--- src/rtl/seq_divider.sv ---
// Iterative restoring divider: one quotient bit per clock, MSB first.
// State | meaning: IDLE = waiting for start; CALC = iterating; FIN = done pulse cycle.
module seq_divider #(
  parameter int WN = 6,
  parameter int WD = 3
) (
  input  logic          clk,
  input  logic          rst_n,
  input  logic          start,
  input  logic [WN-1:0] N,
  input  logic [WD-1:0] D,
  output logic [WN-1:0] Q,
  output logic [WD-1:0] R,
  output logic          busy,
  output logic          done,
  output logic          dz
);

  localparam int CW = $clog2(WN + 1);

  typedef enum logic [1:0] {S_IDLE, S_CALC, S_FIN} state_t;

  state_t        r_state;
  state_t        w_state_nx;
  logic [CW-1:0] r_cnt;
  logic [WN-1:0] r_dvd;
  logic [WD-1:0] r_div;
  logic [WD:0]   r_rem;
  logic [WN-1:0] r_quo;
  logic [WN-1:0] r_q;
  logic [WD-1:0] r_r;
  logic          r_dz;

  logic          w_accept;
  logic          w_last;
  logic [WD:0]   w_rem_sh;
  logic          w_ge;
  logic [WD:0]   w_rem_nx;
  logic [WN-1:0] w_quo_nx;

  assign w_accept = (r_state != S_CALC) && start;
  assign w_last   = (r_state == S_CALC) && (r_cnt == CW'(WN - 1));

  // The extra remainder bit holds the shifted-in value before the trial subtract.
  assign w_rem_sh = {r_rem[WD-1:0], r_dvd[WN-1]};
  assign w_ge     = (w_rem_sh >= {1'b0, r_div});
  assign w_rem_nx = w_ge ? (w_rem_sh - {1'b0, r_div}) : w_rem_sh;
  assign w_quo_nx = {r_quo[WN-2:0], w_ge};

  always_ff @(posedge clk or negedge rst_n) begin
    if (!rst_n) r_state <= S_IDLE;
    else        r_state <= w_state_nx;
  end

  always_comb begin
    w_state_nx = r_state;
    case (r_state)
      S_IDLE, S_FIN: begin
        if (start) w_state_nx = (D == '0) ? S_FIN : S_CALC;
        else       w_state_nx = S_IDLE;
      end
      S_CALC: begin
        if (w_last) w_state_nx = S_FIN;
      end
      default: w_state_nx = S_IDLE;
    endcase
  end

  always_ff @(posedge clk or negedge rst_n) begin
    if (!rst_n) begin
      r_cnt <= '0;
      r_dvd <= '0;
      r_div <= '0;
      r_rem <= '0;
      r_quo <= '0;
      r_q   <= '0;
      r_r   <= '0;
      r_dz  <= 1'b0;
    end else if (w_accept) begin
      if (D == '0) begin
        r_q  <= '1;
        r_r  <= '0;
        r_dz <= 1'b1;
      end else begin
        r_dvd <= N;
        r_div <= D;
        r_rem <= '0;
        r_quo <= '0;
        r_cnt <= '0;
      end
    end else if (r_state == S_CALC) begin
      r_rem <= w_rem_nx;
      r_quo <= w_quo_nx;
      r_dvd <= {r_dvd[WN-2:0], 1'b0};
      if (r_cnt != CW'(WN)) r_cnt <= r_cnt + 1'b1;
      // Results are published only on the final iteration, never mid-way.
      if (w_last) begin
        r_q  <= w_quo_nx;
        r_r  <= w_rem_nx[WD-1:0];
        r_dz <= 1'b0;
      end
    end
  end

  assign Q    = r_q;
  assign R    = r_r;
  assign dz   = r_dz;
  assign busy = (r_state == S_CALC);
  assign done = (r_state == S_FIN);

endmodule
--- config.mk ---
export PLATFORM = sky130hd
export DESIGN_NAME = seq_divider
export DESIGN_NICKNAME = d
export VERILOG_FILES = /design/src/rtl/seq_divider.sv
export SDC_FILE = /design/constraint.sdc
export NUM_CORES = 1
export LEC_CHECK = 0
export ABC_AREA = 1
export BUFFER_PORTS_ARGS = -buffer_cell sky130_fd_sc_hd__buf_2
export CELL_PAD_IN_SITES_DETAIL_PLACEMENT = 1
export CELL_PAD_IN_SITES_GLOBAL_PLACEMENT = 2
export CORE_MARGIN = 8
export CORE_UTILIZATION = 30
export CTS_CLUSTER_DIAMETER = 150
export CTS_CLUSTER_SIZE = 20
export DETAILED_ROUTE_END_ITERATION = 12
export PLACE_DENSITY = 0.78
export SYNTH_ARGS = -nofsm -noshare
export SYNTH_HDL_FRONTEND = slang
export SYNTH_SLANG_ARGS = --single-unit
--- constraint.sdc ---
create_clock -name clk -period 1.4 [get_ports clk]
set_input_delay 0.14 -clock clk [delete_from_list [all_inputs] [get_ports clk]]
set_output_delay 0.14 -clock clk [all_outputs]
set_load 0.02 [all_outputs]
==> results of run 1 <==
[sequential cells by signal, indices dropped and copies added, names as in the netlist]
| signal | cells |
|---|---|
| r_state | 2 |
| r_quo | 5 |
| r_rem | 3 |
| Q | 6 |
| R | 3 |
| r_cnt | 3 |
| dz | 1 |
| r_dvd | 6 |
| r_div | 3 |
[layer usage]
metal,global-route usage (%),vias to the layer above
li1,-,702
met1,13.19,627
met2,16.32,22
met3,3.574,5
met4,4.161,0
met5,0,-
[layout by cell type, fill, tap and decap left out, types with 4 or more instances in the layout]
master and n:
buf_2 22, buf_4 16, clkbuf_8 7, dfrtp_1 31, ha_1 5, inv_1 19
inv_2 6, nand2_1 56, nand2_2 8, nand3_1 4, nand3_2 4, nor2_1 10
o21ai_0 11, o21ai_1 8
[per-stage QoR]
| step | utilization [%] | worst slack [ns] | cell area [um^2] | power [W] |
|---|---|---|---|---|
| 2_1_floorplan | - | -0.01500 | 1660 | 0.003470 |
| 3_3_place_gp | 35.19 | -0.1023 | 1902 | 0.004163 |
| 3_5_place_dp | 35.19 | -0.1665 | 1902 | 0.004229 |
| 4_1_cts | 37.80 | -0.1364 | 2043 | 0.005203 |
| 5_1_grt | 40.00 | -0.2467 | 2162 | 0.006101 |
| 6_report | 40.00 | -0.1470 | 2162 | 0.005503 |
[worst max path at each step]
stage / end / startpoint / cells past startpoint / slack, ns
2_1_floorplan: R[1]$_DFFE_PN0P_ / r_div[0]$_DFFE_PN0P_ / 7 / -0.02
3_3_place_gp: R[0]$_DFFE_PN0P_ / r_div[0]$_DFFE_PN0P_ / 8 / -0.10
3_5_place_dp: R[2]$_DFFE_PN0P_ / r_dvd[5]$_DFFE_PN0P_ / 10 / -0.17
4_1_cts: R[2]$_DFFE_PN0P_ / r_dvd[5]$_DFFE_PN0P_ / 8 / -0.14
5_1_grt: R[2]$_DFFE_PN0P_ / r_dvd[5]$_DFFE_PN0P_ / 9 / -0.25
6_report: R[2]$_DFFE_PN0P_ / r_dvd[5]$_DFFE_PN0P_ / 10 / -0.15
[power by group]
group / leakage (nW) / switching (W) / total (W) / internal (W)
combinational: 0.668 / 0.00184 / 0.00313 / 0.00130
sequential: 0.406 / 0.000254 / 0.00160 / 0.00134
clock: 0.0503 / 0.000335 / 0.000772 / 0.000438
total: 1.13 / 0.00243 / 0.00550 / 0.00308
[area by class of cell]
class                           instances  area [um^2]
Tap cell                               72        90.09
Sequential cell                        32        802.0
Timing Repair Buffer                   42        274.0
Multi-Input combinational cell        132        797.0
Fill cell                             675         3243
Inverter                               26        102.6
Clock buffer                            7        96.34
[cell families (layout without fill, tap and decap cells)]
kind of cell | Yosys count | in the layout | share of synthesized area, %
xor gates and xnor gates | 2 | 2 | 1.063
adders and majority gates | 7 | 7 | 5.771
and+or+nand+nor | 97 | 97 | 27.64
AOI/OAI and AO/OA | 26 | 26 | 8.352
buffers and inverters | 30 | 75 | 8.580
DFF | 32 | 32 | 48.60
[worst min-delay path: cells and delay by family]
family	cells	cell delay (ns)
buf+inv	1	0.08
compound gates	1	0.07
simple gates	1	0.06
[timing repair]
item | 4_1_cts | 5_1_grt
pin swaps | 7 | 5
buffers inserted | 0 | 8
resized for setup | 8 | 19
endpoints found under the hold margin | 32 | 0
endpoints found under the setup margin | 8 | 17
hold buffers | 1 | 0
==> flow_summary_export.csv, run 1 <==
group,metric,value,unit
final_layout,syn2layout_area_growth,31.21,%
critical_path,cp-start-kind,"flip-flop",
detailed_routing,via_per_inst,4.360,
die,core_area,5405,um^2
synth,synth_largest_area_cell,"dfrtp_1",
final_layout,finalNonFillerCells,311,
synth,synth_flop_cell,"dfrtp_1",
critical_path,cp-end-kind,"flip-flop",
timing,holdWs,0.1070,ns
critical_path,rr_endpoint,"R[2]$_DFFE_PN0P_",
power_and_ir_drop,irDropWorstVdd,0.8105,mV
grt,grt_pass1_vias,1467,
placement,port_buffers,23,
detailed_routing,wirelength,3922,um
critical_path,crit_type,"reg2reg",
clock_tree,cts.path.max_buffers,2,
timing,tightest_slew,0.4170,ns
die,die_h,90.12,um
critical_path,path_max_fanout,4,
detailed_routing,drtIter0Drc,37,
placement,placed_cells,295,
clock_tree,clk_latency,0.28,ns
synth,syn_area,1648,um^2
hold_path,worstHoldPathType,"in2reg",
grt,grt_overflow,0,
synth,mappedNetlistNets,213,
clock_tree,htreeDepth,2,
timing,slew_headroom,72.20,%
run,maxCapViolations,0,
hold_path,holdPathEnd,"r_dvd[0]$_DFFE_PN0P_",
critical_path,ff2ff_setup_slack,-0.15,ns
synth,netlist.area_leader.share,48.60,%
synth,synth.most_common_cell,"nand2_1",
clock_tree,numCtsBuffers,5,
detailed_routing,dr.pass1.iters,4,
detailed_routing,met1_length,1828,um
synth,synth_cells,194,
die,pin_count,24,
critical_path,max_stage_delay,0.37,ns
clock_tree,clk_pin_slew_worst_paths,0.07,ns
detailed_routing,vias,1356,
status,violations,"setup timing",
timing,period_minus_slack,1.547,ns
synth,syn_avg_cell_area,8.494,um^2
timing,setup-violations-final,8,
detailed_routing,wire_per_inst,12.61,um
final_layout,num_antenna_cells,0,
grt,grt.total_usage,10.56,%
timing,timing.final.hold_violations,0,
die,die_area,8121,um^2
hold_path,hold_depth,3,
timing,grt_setup_unrepaired,"true",
detailed_routing,highest_layer,"met4",
grt,grt_max_degree,33,
synth,yosysWarnings,0,
timing,fmax,646.4,MHz
power_and_ir_drop,power.leakage,1.125,nW
hold_path,hp-start,"N[0]",
synth,async_flop_share,100.0,%
critical_path,path_delay_family,"adder cells",
detailed_routing,drcViolationCount,0,
final_layout,nets,258,
grt,antenna_found_initial,0,
status,status,"complete, but fails checks",
placement,hpwl,2795,um
detailed_routing,met3WireLength,205,um
critical_path,critPathBufInv,2,
synth,synth_cell_types,27,
die,start_util,30.49,%
critical_path,cp_slowest_cell,"dfrtp_1",
final_layout,drive_gt1_share,33.89,%
grt,grt_first_pass_wirelength,7017,um
power_and_ir_drop,p_per_area,2545,nW/um^2
detailed_routing,wl_met2,1825,um
synth,synth_edf_count,0,
critical_path,path_cells,"inv_2 -> ha_4 -> fa_2 -> inv_2 -> nand2_4 -> nand3_4 -> nand3_2 -> nand2_2 -> nand2_1 -> nand2_1",
clock_tree,cts-root-buf,"clkbuf_8",
synth,ys_ff_latch,32,
synth,synthTopCellsByCount,"nand2_1 (65), dfrtp_1 (32), inv_1 (23)",
critical_path,worstRegToRegCells,10,
timing,fin_crit_sh,110.5,%
clock_tree,cts_tree,"built",
timing,fin_tns_setup,-0.8344,ns
critical_path,rr_startpoint,"r_dvd[5]$_DFFE_PN0P_",
timing,maxSlewViolCount,0,
clock_tree,cts.sink_count,32,
synth,synthTopCellsByArea,"dfrtp_1 (49%), nand2_1 (15%), inv_1 (5.2%), ha_1 (4.6%), o21ai_0 (3.9%)",
timing,finClkSkew,0.007219,ns
critical_path,cp_data_arrival_time,1.76,ns
timing,finalWorstSetupSlack,-0.1470,ns
detailed_routing,final_antenna_net_count,0,
die,die_w,90.12,um
critical_path,crit_required,1.61,ns
placement,place_congestion,0.7930,
die,std_cell_rows,27,
synth,seq_area_frac_synth,48.60,%
No activity file was read; power rests on OpenSTA's default activity.
==> inputs of run 2 (changes only) <==
==> config.mk (replaced) <==
export PLATFORM = sky130hd
export DESIGN_NAME = seq_divider
export DESIGN_NICKNAME = d
export VERILOG_FILES = /design/src/rtl/seq_divider.sv
export SDC_FILE = /design/constraint.sdc
export NUM_CORES = 1
export LEC_CHECK = 0
export ABC_AREA = 1
export BUFFER_PORTS_ARGS = -buffer_cell sky130_fd_sc_hd__buf_2
export CORE_MARGIN = 8
export CORE_UTILIZATION = 40
export CTS_CLUSTER_DIAMETER = 150
export CTS_CLUSTER_SIZE = 20
export DETAILED_ROUTE_END_ITERATION = 12
export PLACE_DENSITY = 0.66
export SYNTH_ARGS = -nofsm -noshare
export SYNTH_HDL_FRONTEND = slang
export SYNTH_SLANG_ARGS = --single-unit
==> run 2 against run 1 <==
- largest cell class is now multi-input combinational cells
- cell area is 2.8% lower
- sequential share of layout area is 1.0 points higher
- flip-flop and latch count stayed put
- maximum frequency is 1.9% higher
- wire length is 11% lower
- final cell count is 8.0% lower
- first-iteration DRC count grew to 2.5 times the previous value
- the flow still finishes with violations (setup timing)
- combinational power is 6.7% lower
- via count is 2.4% lower
- clock skew is 0.0057 ns lower
==> flow_summary_export.csv, run 2 (same netlist as run 1, synthesis figures left out) <==
group,metric,value,unit
status,status,"complete, but fails checks",
status,violations,"setup timing",
critical_path,cp-end-kind,"flip-flop",
run,maxCapViolations,0,
timing,slew_headroom,73.14,%
clock_tree,clk_latency,0.28,ns
critical_path,path_max_fanout,4,
final_layout,multi_input_area,802.0,um^2
die,die_w,80.19,um
detailed_routing,final_antenna_net_count,0,
clock_tree,cts-root-buf,"clkbuf_8",
clock_tree,cts.sink_count,32,
final_layout,area.sequential,800.8,um^2
final_layout,layout_commonest_cell,"nand2_1",
power_and_ir_drop,power.leakage,1.112,nW
placement,port_buffers,23,
critical_path,path_delay_family,"adder cells",
grt,grt_pass1_vias,1318,
grt,antenna_found_initial,0,
die,die_h,80.19,um
timing,finClkSkew,0.001556,ns
critical_path,crit_required,1.62,ns
placement,post_dp_cell_area,1867,um^2
final_layout,syn2layout_area_growth,27.56,%
critical_path,crit_type,"reg2reg",
timing,tightest_slew,0.4014,ns
grt,grt.total_usage,11.44,%
timing,setup-violations-final,8,
power_and_ir_drop,p_per_area,2554,nW/um^2
die,die_area,6430,um^2
die,core_area,3971,um^2
detailed_routing,dr.pass1.iters,4,
detailed_routing,drcViolationCount,0,
timing,finalWorstSetupSlack,-0.1177,ns
timing,period_minus_slack,1.518,ns
critical_path,path_cells,"ha_4 -> fa_2 -> inv_2 -> nand2_4 -> nand3_4 -> nand3_2 -> nand2_2 -> nand2_1 -> nand2_1",
die,start_util,41.49,%
critical_path,max_stage_delay,0.41,ns
detailed_routing,wirelength,3481,um
final_layout,drive_gt1_share,30.51,%
clock_tree,clk_pin_slew_worst_paths,0.06,ns
clock_tree,numCtsBuffers,5,
placement,placed_cells,272,
placement,place_congestion,0.8578,
final_layout,finish.instance_area,2102,um^2
die,pin_count,24,
die,std_cell_rows,23,
timing,timing.final.hold_violations,0,
critical_path,cp_data_arrival_time,1.74,ns
placement,hpwl,2391,um
placement,pre_cts_ws,-0.1158,ns
timing,maxSlewViolCount,0,
detailed_routing,wire_per_inst,12.17,um
critical_path,cpMostUsedCell,"nand2_1",
final_layout,finalNonFillerCells,286,
final_layout,num_antenna_cells,0,
detailed_routing,drtIter0Drc,93,
timing,fin_tns_setup,-0.7264,ns
timing,fmax,658.9,MHz
timing,fin_crit_sh,108.4,%
grt,grt_first_pass_wirelength,5796,um
final_layout,layout_common_cells,"nand2_1 (57), dfrtp_1 (32), buf_2 (23)",
critical_path,cp-start-kind,"flip-flop",
critical_path,critPathBufInv,1,
final_layout,nets,254,
power_and_ir_drop,irDropWorstVdd,0.9354,mV
clock_tree,cts.path.max_buffers,2,
grt,grt_max_degree,33,
timing,grt_setup_unrepaired,"true",
clock_tree,htreeDepth,2,
final_layout,fillers,390,
detailed_routing,vias,1323,
hold_path,worstHoldPathType,"in2reg",
detailed_routing,via_per_inst,4.626,
final_layout,fin_util,52.93,%
clock_tree,cts_tree,"built",
grt,grt_overflow,0,
critical_path,cp_slowest_cell,"dfrtp_1",
[run 2: layout make-up]
type                    count  share of cell area [%]
well taps                  50                   2.976
clock inverters             2                   1.667
multi-input cells         133                   38.15
repair buffers             37                   10.77
flip-flops and latches     32                   38.10
inverters                  26                   4.881
clock buffers               6                   3.452
[run 2: timing repair]
action,4_1_cts,5_1_grt
hold buffers,1,0
cloned,0,1
setup endpoints to repair,8,16
setup buffers,1,3
pin swaps,4,10
endpoints found under the hold margin,32,0
gates resized for setup,3,15
[run 2: final timing paths]
check / to / cells after the start / slack, ns / start
setup reg to reg: R[1]$_DFFE_PN0P_ / 9 / -0.12 / r_div[0]$_DFFE_PN0P_
hold reg to reg: R[1]$_DFFE_PN0P_ / 2 / 0.47 / R[1]$_DFFE_PN0P_
setup / recovery: R[1]$_DFFE_PN0P_ / 9 / -0.12 / r_div[0]$_DFFE_PN0P_
max in group asynchronous: r_cnt[0]$_DFFE_PN0P_ / 3 / 0.72 / rst_n
min in group asynchronous: Q[4]$_DFFE_PN0P_ / 3 / 0.40 / rst_n
hold / removal: r_dvd[0]$_DFFE_PN0P_ / 3 / 0.12 / N[0]
[run 2: power breakdown]
part | total, W | switching, W | internal [W]
registers | 0.00159 | 0.000251 | 0.00134
logic | 0.00292 | 0.00177 | 0.00115
clock network | 0.000857 | 0.000330 | 0.000527
[run 2: routing by layer]
layer | global-route usage (%) | vias to the layer above | part of all wire, %
li1 | - | 698 | -
met1 | 12.82 | 582 | 46
met4 | 4.909 | 0 | 1.8
met5 | 0 | - | 0
met2 | 18.51 | 37 | 45
met3 | 4.911 | 6 | 7.4
[run 2: stage by stage]
stage | hold WS (ns) | total power, W
3_3_place_gp | 0.1813 | 0.004068
6_report | 0.1195 | 0.005368
3_5_place_dp | 0.1796 | 0.004132
5_1_grt | 0.1339 | 0.005859
4_1_cts | 0.1159 | 0.005080
2_1_floorplan | -0.1556 | 0.003470
[run 2: worst register-to-register path: stages, from the launching register on]
cell and delay (ns):
dfrtp_1 0.41, ha_4 0.17, fa_2 0.39, inv_2 0.08, nand2_4 0.06, nand3_4 0.09
nand3_2 0.08, nand2_2 0.07, nand2_1 0.06, nand2_1 0.05
==> inputs of run 3 (changes only) <==
--- a/config.mk
+++ b/config.mk
@@ -5,7 +5,6 @@
 export SDC_FILE = /design/constraint.sdc
 export NUM_CORES = 1
 export LEC_CHECK = 0
-export ABC_AREA = 1
 export BUFFER_PORTS_ARGS = -buffer_cell sky130_fd_sc_hd__buf_2
 export CORE_MARGIN = 8
 export CORE_UTILIZATION = 40
==> run 3 against run 2 <==
- the run still ends with setup timing left
- non-clock buffer count increased by 12
- hold slack got worse by 0.019 ns
- clock skew increased by 0.0029 ns
- register-to-register slack got worse by 0.21 ns
- flip-flop and latch count unchanged
- wire length increased by 0.11%
- first-iteration DRC count decreased by 26%
- sequential power about the same
- largest power group unchanged
- core utilization decreased by 0.24 points
- count of clock-buffer cells in the layout unchanged
==> flow_summary_export.csv, run 3 <==
group,metric,value,unit
timing,slew_headroom,73.62,%
die,std_cell_rows,23,
timing,fin_crit_sh,123.7,%
critical_path,crit_required,1.60,ns
grt,grt.total_usage,12.52,%
detailed_routing,met3WireLength,171,um
synth,seq_area_frac_synth,50.20,%
synth,synth.most_common_cell,"dfrtp_1",
clock_tree,cts-root-buf,"clkbuf_8",
detailed_routing,vias,1278,
synth,yosysWarnings,0,
detailed_routing,met1_length,1583,um
synth,syn_area,1595,um^2
final_layout,drive_gt1_share,38.16,%
detailed_routing,dr.pass1.iters,4,
detailed_routing,wire_per_inst,13.56,um
die,start_util,40.76,%
synth,synthTopCellsByCount,"dfrtp_1 (32), nand2_1 (30), inv_1 (10), o21ai_0 (10), nor2_1 (8)",
placement,post_dp_cell_area,1911,um^2
grt,grt_first_pass_wirelength,6244,um
run,maxCapViolations,0,
clock_tree,htreeDepth,2,
detailed_routing,wirelength,3485,um
die,die_h,79.15,um
status,status,"complete, but fails checks",
synth,async_flop_share,100.0,%
critical_path,crit_type,"reg2reg",
critical_path,path_max_fanout,3,
synth,synth_cells,156,
synth,synth_edf_count,0,
timing,finalWorstSetupSlack,-0.3325,ns
status,violations,"setup timing",
placement,placed_cells,246,
timing,maxSlewViolCount,0,
synth,syn_avg_cell_area,10.23,um^2
detailed_routing,highest_layer,"met4",
timing,period_minus_slack,1.732,ns
detailed_routing,drtIter0Drc,69,
grt,antenna_found_initial,0,
final_layout,layout_commonest_cell,"dfrtp_1",
die,die_area,6265,um^2
timing,timing.final.hold_violations,0,
synth,mappedNetlistNets,175,
detailed_routing,drcViolationCount,0,
power_and_ir_drop,power.leakage,0.9775,nW
placement,hpwl,2713,um
synth,ys_ff_latch,32,
placement,place_congestion,0.8095,
final_layout,nets,226,
clock_tree,cts.path.max_buffers,2,
detailed_routing,wl_met2,1650,um
critical_path,cp-end-kind,"flip-flop",
clock_tree,numCtsBuffers,5,
final_layout,finalNonFillerCells,257,
final_layout,num_antenna_cells,0,
power_and_ir_drop,p_per_area,2495,nW/um^2
critical_path,cp-start-kind,"flip-flop",
grt,grt_max_degree,33,
final_layout,syn2layout_area_growth,29.26,%
die,pin_count,24,
synth,synthTopCellsByArea,"dfrtp_1 (50%), nand2_1 (7.1%), ha_1 (4.7%), o21ai_0 (3.1%), a21oi_2 (2.7%)",
synth,synth_largest_area_cell,"dfrtp_1",
detailed_routing,via_per_inst,4.973,
synth,synth_cell_types,38,
synth,netlist.area_leader.share,50.20,%
timing,grt_setup_unrepaired,"true",
timing,setup-violations-final,8,
die,core_area,3914,um^2
critical_path,cp_data_arrival_time,1.93,ns
clock_tree,clk_pin_slew_worst_paths,0.06,ns
grt,grt_overflow,0,
final_layout,finish.instance_area,2062,um^2
hold_path,worstHoldPathType,"in2reg",
detailed_routing,final_antenna_net_count,0,
die,die_w,79.15,um
placement,port_buffers,23,
timing,finClkSkew,0.004500,ns
clock_tree,clk_latency,0.27,ns
timing,fmax,577.2,MHz
final_layout,layout_common_cells,"dfrtp_1 (32), nand2_1 (29), buf_4 (25)",
timing,tightest_slew,0.3957,ns
grt,grt_pass1_vias,1390,
clock_tree,cts_tree,"built",
clock_tree,cts.sink_count,32,
synth,synth_flop_cell,"dfrtp_1",
power_and_ir_drop,irDropWorstVdd,1.028,mV
-- run 3: changes by cell type in the layout (fill, tap and decap cells not counted), sizes merged, moves of 4 or more --
cell	previous run	this run
a21oi	2	9
buf	36	48
inv	26	12
nor3	0	6
o2bb2ai	0	4
nand2	71	30
o21ai	20	13
a31oi	0	5
-- run 3: final cells by class --
class	instances	area [um^2]
Fill cell	376	1852
Sequential cell	32	800.8
Multi-Input combinational cell	107	749.5
Timing Repair Buffer	49	319.1
Clock buffer	6	72.57
Tap cell	50	62.56
Inverter	12	52.55
Clock inverter	1	5.005
-- run 3: report_power, final --
part | switching [W] | internal, W
combinational | 0.00150 | 0.00140
clock | 0.000304 | 0.000337
sequential | 0.000269 | 0.00134
-- run 3: worst max-delay path: stages, from the launching register on --
cell and delay (ns):
dfrtp_1 0.34, inv_1 0.05, ha_2 0.18, fa_2 0.35, nand2b_4 0.15, and3_4 0.18
mux2_4 0.31, o21ai_1 0.12
-- run 3: path summary, 6_finish.rpt --
path	startpoint	end	slack, ns	depth (start not counted)
worst max-delay path	r_dvd[5]$_DFFE_PN0P_	r_rem[1]$_DFFE_PN0P_	-0.33	7
worst min-delay path	N[0]	r_dvd[0]$_DFFE_PN0P_	0.10	3
worst max register to register	r_dvd[5]$_DFFE_PN0P_	r_rem[1]$_DFFE_PN0P_	-0.33	7
worst min register to register	Q[4]$_DFFE_PN0P_	Q[4]$_DFFE_PN0P_	0.48	1
max in group asynchronous	rst_n	r_rem[2]$_DFFE_PN0P_	0.70	3
min in group asynchronous	rst_n	r_cnt[0]$_DFFE_PN0P_	0.42	3
-- run 3: through the flow --
stage | hold slack, ns | worst slack, ns | TNS [ns] | utilization, % | total power, W
finish | 0.1000 | -0.3325 | -2.086 | 52.69 | 0.005145
global route | 0.1239 | -0.3882 | -2.698 | 52.69 | 0.005562
CTS | 0.09142 | -0.3381 | -2.094 | 52.37 | 0.005144
detailed placement | 0.1843 | -0.3766 | -2.972 | 48.82 | 0.004288
global placement | 0.1797 | -0.3147 | -2.309 | 48.82 | 0.004161
floorplan | -0.1556 | -0.3140 | -1.258 | - | 0.003386
-- run 3: cells by family after synthesis --
logic type | Yosys count | share of synthesized area, %
AND/OR/NAND/NOR | 59 | 19.45
XOR/XNOR | 1 | 0.5491
buffers and inverters | 17 | 5.804
multiplexers | 2 | 1.568
flip-flops | 32 | 50.20
AO/OA/AOI/OAI | 38 | 16.47
adder cells (fa/ha/maj) | 7 | 5.961
-- run 3: layer usage --
layer | GRT usage [%] | vias up
met5 | 0 | -
met3 | 3.612 | 6
met1 | 14.65 | 610
met4 | 6.667 | 0
li1 | - | 636
met2 | 20.30 | 26
-- run 3: timing repair --
action | 4_1_cts | 5_1_grt
pin swaps | 3 | 1
gates resized for setup | 7 | 3
endpoints found under the hold margin | 32 | 0
setup buffers | 3 | 0
endpoints found under the setup margin | 26 | 12
hold buffers | 1 | 0
